`src/rtl/seq_pkg.sv`:
```
// Shared definitions for the sequence-detector side blocks: history width,
// logger FSM states and the default capture entry layout.
package seq_pkg;
  localparam int HIST_W   = 5;
  localparam int DEF_TS_W = 11;

  typedef enum logic [1:0] {
    ST_IDLE   = 2'd0,
    ST_RUN    = 2'd1,
    ST_FROZEN = 2'd2
  } state_t;

  typedef struct packed {
    logic [DEF_TS_W-1:0] ts;
    logic [HIST_W-1:0]   hist;
  } entry_t;

  function automatic int entry_w(input int ts_w);
    return ts_w + HIST_W;
  endfunction
endpackage

```
`src/rtl/seq_sync_fifo.sv`:
```
// Synchronous first-word-fall-through FIFO; pointers carry an extra wrap bit
// so full and empty are distinguished without an occupancy counter.
module seq_sync_fifo #(
  parameter int WIDTH = 16,
  parameter int DEPTH = 8
) (
  input  logic             i_clk,
  input  logic             i_rst,
  input  logic             i_flush,
  input  logic             i_push,
  input  logic [WIDTH-1:0] i_din,
  input  logic             i_pop,
  output logic [WIDTH-1:0] o_dout,
  output logic             o_full,
  output logic             o_empty
);
  localparam int AW = $clog2(DEPTH);

  logic [WIDTH-1:0] r_mem [DEPTH];
  logic [AW:0]      r_wptr, r_rptr;
  logic             w_do_pop, w_do_push;

  assign o_empty   = (r_wptr == r_rptr);
  assign o_full    = (r_wptr[AW] != r_rptr[AW]) && (r_wptr[AW-1:0] == r_rptr[AW-1:0]);
  assign w_do_pop  = i_pop & ~o_empty;
  // a pop frees the slot in the same edge, so a full FIFO can still accept
  assign w_do_push = i_push & (~o_full | w_do_pop);
  assign o_dout    = r_mem[r_rptr[AW-1:0]];

  always_ff @(posedge i_clk) begin
    if (i_rst) begin
      r_wptr <= '0;
      r_rptr <= '0;
      for (int i = 0; i < DEPTH; i++) r_mem[i] <= '0;
    end else if (i_flush) begin
      r_wptr <= '0;
      r_rptr <= '0;
    end else begin
      if (w_do_push) begin
        r_mem[r_wptr[AW-1:0]] <= i_din;
        r_wptr                <= r_wptr + 1'b1;
      end
      if (w_do_pop) r_rptr <= r_rptr + 1'b1;
    end
  end
endmodule

```
`src/rtl/seq_event_logger.sv`:
```
// Timestamps detector pulses with their history snapshot and queues them on a
// valid/ready read port; keeps saturating event/drop counters.
module seq_event_logger
  import seq_pkg::*;
#(
  parameter int DEPTH        = 8,
  parameter int TS_W         = 11,
  parameter int CNT_W        = 8,
  parameter bit STOP_ON_FULL = 1'b0
) (
  input  logic                   i_clk,
  input  logic                   i_rst,
  input  logic                   i_arm,
  input  logic                   i_clr,
  input  logic                   i_det,
  input  logic [HIST_W-1:0]      i_hist,
  output logic                   o_rd_valid,
  input  logic                   i_rd_ready,
  output logic [TS_W+HIST_W-1:0] o_rd_data,
  output logic [CNT_W-1:0]       o_evt_cnt,
  output logic [CNT_W-1:0]       o_drop_cnt,
  output logic                   o_overflow,
  output logic                   o_frozen
);
  localparam int EW = entry_w(TS_W);

  state_t           r_state;
  logic [TS_W-1:0]  r_ts;
  logic [CNT_W-1:0] r_evt, r_drop;
  logic             r_ovf;

  logic          w_empty, w_full, w_cap, w_pop, w_drop, w_push;
  logic [EW-1:0] w_din;

  // clr suppresses capture and pop in its cycle; the FIFO is flushed anyway
  assign w_cap  = (r_state == ST_RUN) & i_det & ~i_clr;
  assign w_pop  = ~w_empty & i_rd_ready & ~i_clr;
  assign w_drop = w_cap & w_full & ~w_pop;
  assign w_push = w_cap & ~w_drop;
  assign w_din  = {r_ts, i_hist};

  always_ff @(posedge i_clk) begin
    if (i_rst) begin
      r_state <= ST_IDLE;
      r_ts    <= '0;
      r_evt   <= '0;
      r_drop  <= '0;
      r_ovf   <= 1'b0;
    end else begin
      r_ts <= r_ts + 1'b1;
      if (i_clr) begin
        r_state <= ST_IDLE;
        r_evt   <= '0;
        r_drop  <= '0;
        r_ovf   <= 1'b0;
      end else begin
        case (r_state)
          ST_IDLE: if (i_arm) r_state <= ST_RUN;
          ST_RUN: begin
            if (w_drop && STOP_ON_FULL) r_state <= ST_FROZEN;
            else if (!i_arm)            r_state <= ST_IDLE;
          end
          ST_FROZEN: r_state <= ST_FROZEN;
          default:   r_state <= ST_IDLE;
        endcase
        if (w_cap && (r_evt != '1)) r_evt <= r_evt + 1'b1;
        if (w_drop) begin
          if (r_drop != '1) r_drop <= r_drop + 1'b1;
          r_ovf <= 1'b1;
        end
      end
    end
  end

  seq_sync_fifo #(.WIDTH(EW), .DEPTH(DEPTH)) u_fifo (
    .i_clk   (i_clk),
    .i_rst   (i_rst),
    .i_flush (i_clr),
    .i_push  (w_push),
    .i_din   (w_din),
    .i_pop   (w_pop),
    .o_dout  (o_rd_data),
    .o_full  (w_full),
    .o_empty (w_empty)
  );

  assign o_rd_valid = ~w_empty;
  assign o_evt_cnt  = r_evt;
  assign o_drop_cnt = r_drop;
  assign o_overflow = r_ovf;
  assign o_frozen   = (r_state == ST_FROZEN);
endmodule
```
`config.mk`:
```
export PLATFORM = sky130hd
export DESIGN_NAME = seq_event_logger
export DESIGN_NICKNAME = d
export VERILOG_FILES = /design/src/rtl/seq_pkg.sv /design/src/rtl/seq_sync_fifo.sv /design/src/rtl/seq_event_logger.sv
export SDC_FILE = /design/constraint.sdc
export NUM_CORES = 1
export LEC_CHECK = 0
export CAP_MARGIN = 20
export CORE_MARGIN = 2
export CORE_UTILIZATION = 25
export CTS_BUF_LIST = sky130_fd_sc_hd__clkbuf_8
export CTS_CLUSTER_DIAMETER = 40
export CTS_CLUSTER_SIZE = 10
export DETAILED_ROUTE_END_ITERATION = 8
export PLACE_DENSITY_LB_ADDON = 0.12
export SLEW_MARGIN = 5
export SYNTH_ARGS = -nofsm -noshare
export SYNTH_HDL_FRONTEND = slang
export SYNTH_HIERARCHICAL = 1
export SYNTH_SLANG_ARGS = --single-unit
```
`constraint.sdc`:
```
create_clock -name i_clk -period 11.33 [get_ports i_clk]
set_clock_uncertainty 0.2 [all_clocks]
set_input_delay 1.6995 -clock i_clk [delete_from_list [all_inputs] [get_ports i_clk]]
set_output_delay 1.6995 -clock i_clk [all_outputs]
set_load 0.005 [all_outputs]
```
==> metrics.csv <==
metric;value;unit
synth_seq_cells;169;
cp.arrival;5.02;ns
fin_tns_setup;0;ns
synth_edf_count;128;
cts-root-buf;clkbuf_8;
grt_pass1_vias;5019;
r2r_start;u_fifo/r_rptr[3]$_SDFFE_PP0N_;
chipHeight;181;um
numCtsBuffers;17;
reg2reg_slack;6.68;ns
hp-class;flip-flop to flip-flop;
synthArstFlopShare;0;%
ioPinCount;46;
vias_per_cell;4.60;
crit_family;simple AND/OR/NAND/NOR gates;
insertion_delay;0.45;ns
grt_start_max_net_pins;33;
critPathMaxStageDelay;0.86;ns
core_area;0.0307;mm^2
finalHoldViolCount;0;
drtIter0Drc;253;
synth_flop_cell;edfxtp_1;
io_buffer_count;45;
final_cell_mix;130 x and2_1, 128 x edfxtp_1, 45 x clkdlybuf4s50_1, 40 x dfxtp_1, 32 x mux4_2;
track_usage;12.7;%
critPathBufInv;2;
cts_tree;yes;
rsz0062_at_grt;no;
cts_num_sinks;169;
slew_headroom;26.3;%
synth_cell_types;54;
period_share;45.2;%
ir_drop;57.7;uV
initial_utilization;25.6;%
grt_overflow_total;0;
cp-end-kind;flip-flop;
syn_avg_cell_area;13.7;um^2
rows;64;
drc;0;
reg2reg_depth;9;
hold_path_depth;1;
ys_warn_count;6;
place_hpwl;12.2;mm
areaGrowthSynthToFinish;17.0;%
postSynthCellCount;573;
grt_pass1_wl;30.8;mm
whs;0.252;ns
die_w;181;um
htree_levels;4;
routedWlPerCell;19.4;um
synthesis.area;0.00786;mm^2
ant_nets;0;
fin_nets;634;
antenna_found_initial;0;
required;11.23;ns
timing.rr.end;u_fifo/r_mem[1][11]$_SDFFCE_PN0P_;
crit_slowest_cell;a211oi_2;
synth-seq-area-share;59.3;%
final_common_cell;and2_1;
fmax;195;MHz
worst_pin_slew;1.10;ns
powerDensity;130;mW/mm^2
clk_pin_slew;0.10;ns
place_congestion;0.746;
layout_min_cycle_time;5.12;ns
min-delay-start;r_state[1]$_SDFFE_PP0P_;
final_util;29.9;%
path_cells;clkdlybuf4s50_1 -> nor4bb_1 -> buf_4 -> and2_2 -> nor2b_1 -> nand2b_1 -> a211oi_2 -> or2_2;
postCtsSetupBuffers;0;
syn_nets;589;
worstPathMaxFanout;17;
layout-drive-gt1-share;18.4;%
critPathKind;input port to flip-flop;
clockBufferDepth;2;
cts.repair.resized;0;
finalWirelength;19.9;mm
cp-start-kind;input port;
slew_violations;0;
first_pass_iters;5;
power_leakage;3.11;nW
whs_endpoint;r_state[0]$_SDFFE_PP0P_;
p_total;0.00120;W
status;finished, final reports clean;
max-cap-violations;0;
finalSetupViolCount;0;
routed-via-count;4725;
postCtsHoldBufs;0;
die_area;0.0329;mm^2
## registers in the layout, indices dropped and copies added, names as in the netlist, named ones only
signal         cells
o_overflow         1
u_fifo/r_rptr      4
o_evt_cnt          8
u_fifo/r_mem     128
r_state            2
o_drop_cnt         8
u_fifo/r_wptr      4
r_ts              11
## synthesized netlist by cell type (2+ instances only)
master,n,area (um^2)
xnor2_1,4,35.0
buf_4,2,15.0
a211oi_2,2,25.0
mux2_2,16,180
nor2_1,29,109
nor2b_1,3,18.8
buf_6,2,22.5
nand3_1,13,65.1
nand2b_1,2,12.5
or4_1,4,30.0
nand2_1,20,75.1
xor2_1,13,114
a211oi_4,6,120
o21bai_1,4,30.0
a31oi_1,3,18.8
nor4_1,3,18.8
nor3_1,4,20.0
inv_1,4,15.0
ha_1,5,62.6
o311ai_0,2,17.5
nor3b_1,3,22.5
and2_1,130,813
a211oi_1,3,22.5
edfxtp_1,128,3840
nand4_1,8,50.1
and3_1,3,18.8
o211ai_1,2,15.0
buf_2,11,55.1
o21ai_0,11,55.1
a41o_1,2,20.0
or2_2,5,31.3
or3_1,8,50.1
o2111ai_1,2,17.5
dfxtp_1,41,821
mux4_2,32,721
o31ai_1,2,15.0
mux2i_1,2,20.0
clkbuf_1,13,48.8
a21oi_1,11,55.1
## power by group
group / internal [W] / switching, W
Clock: 0.000223 / 0.000242
Sequential: 0.000680 / 0.00000729
Combinational: 0.0000182 / 0.0000255
## per-stage QoR
stage,cell area [um^2],setup slack [ns],cells
floorplan,7860,7.16,573
global placement,8750,5.86,993
detailed placement,8760,5.72,994
CTS,9180,6.21,1026
global route,9200,5.88,1027
finish,9200,6.21,1028
## worst max path at each step
stage	start	to	slack [ns]	cells after the start
floorplan	i_det	u_fifo/r_mem[2][0]$_SDFFCE_PN0P_	7.16	6
global placement	i_clr	u_fifo/r_mem[1][5]$_SDFFCE_PN0P_	5.86	8
detailed placement	i_clr	u_fifo/r_mem[1][11]$_SDFFCE_PN0P_	5.72	8
CTS	i_clr	u_fifo/r_mem[1][4]$_SDFFCE_PN0P_	6.21	8
global route	i_clr	u_fifo/r_mem[1][4]$_SDFFCE_PN0P_	5.88	8
finish	i_clr	u_fifo/r_mem[1][11]$_SDFFCE_PN0P_	6.21	8
## area by class of cell
type,count,area [um^2]
Sequential cell,169,4670
Clock inverter,15,189
Timing Repair Buffer,55,541
Tap cell,396,495
Clock buffer,17,234
Antenna cell,1,2.50
Fill cell,3114,21500
Multi-Input combinational cell,371,3060
Inverter,4,15.0
## metal layers
metal	part of all wire, %	global-route usage, %
met1	45	16.1
met2	50	21.7
met3	3.3	2.44
met4	1.8	4.13
met5	0	0
## kinds of logic after synthesis
family,synth area share (%)
buffers and inverters,2.04
adder cells (fa/ha/maj),0.796
XOR/XNOR,2.24
AND/OR/NAND/NOR,18.3
multiplexers,11.7
AO/OA/AOI/OAI,5.55
flip-flops,59.3
Note: power is estimated with default switching activity, not from simulation.
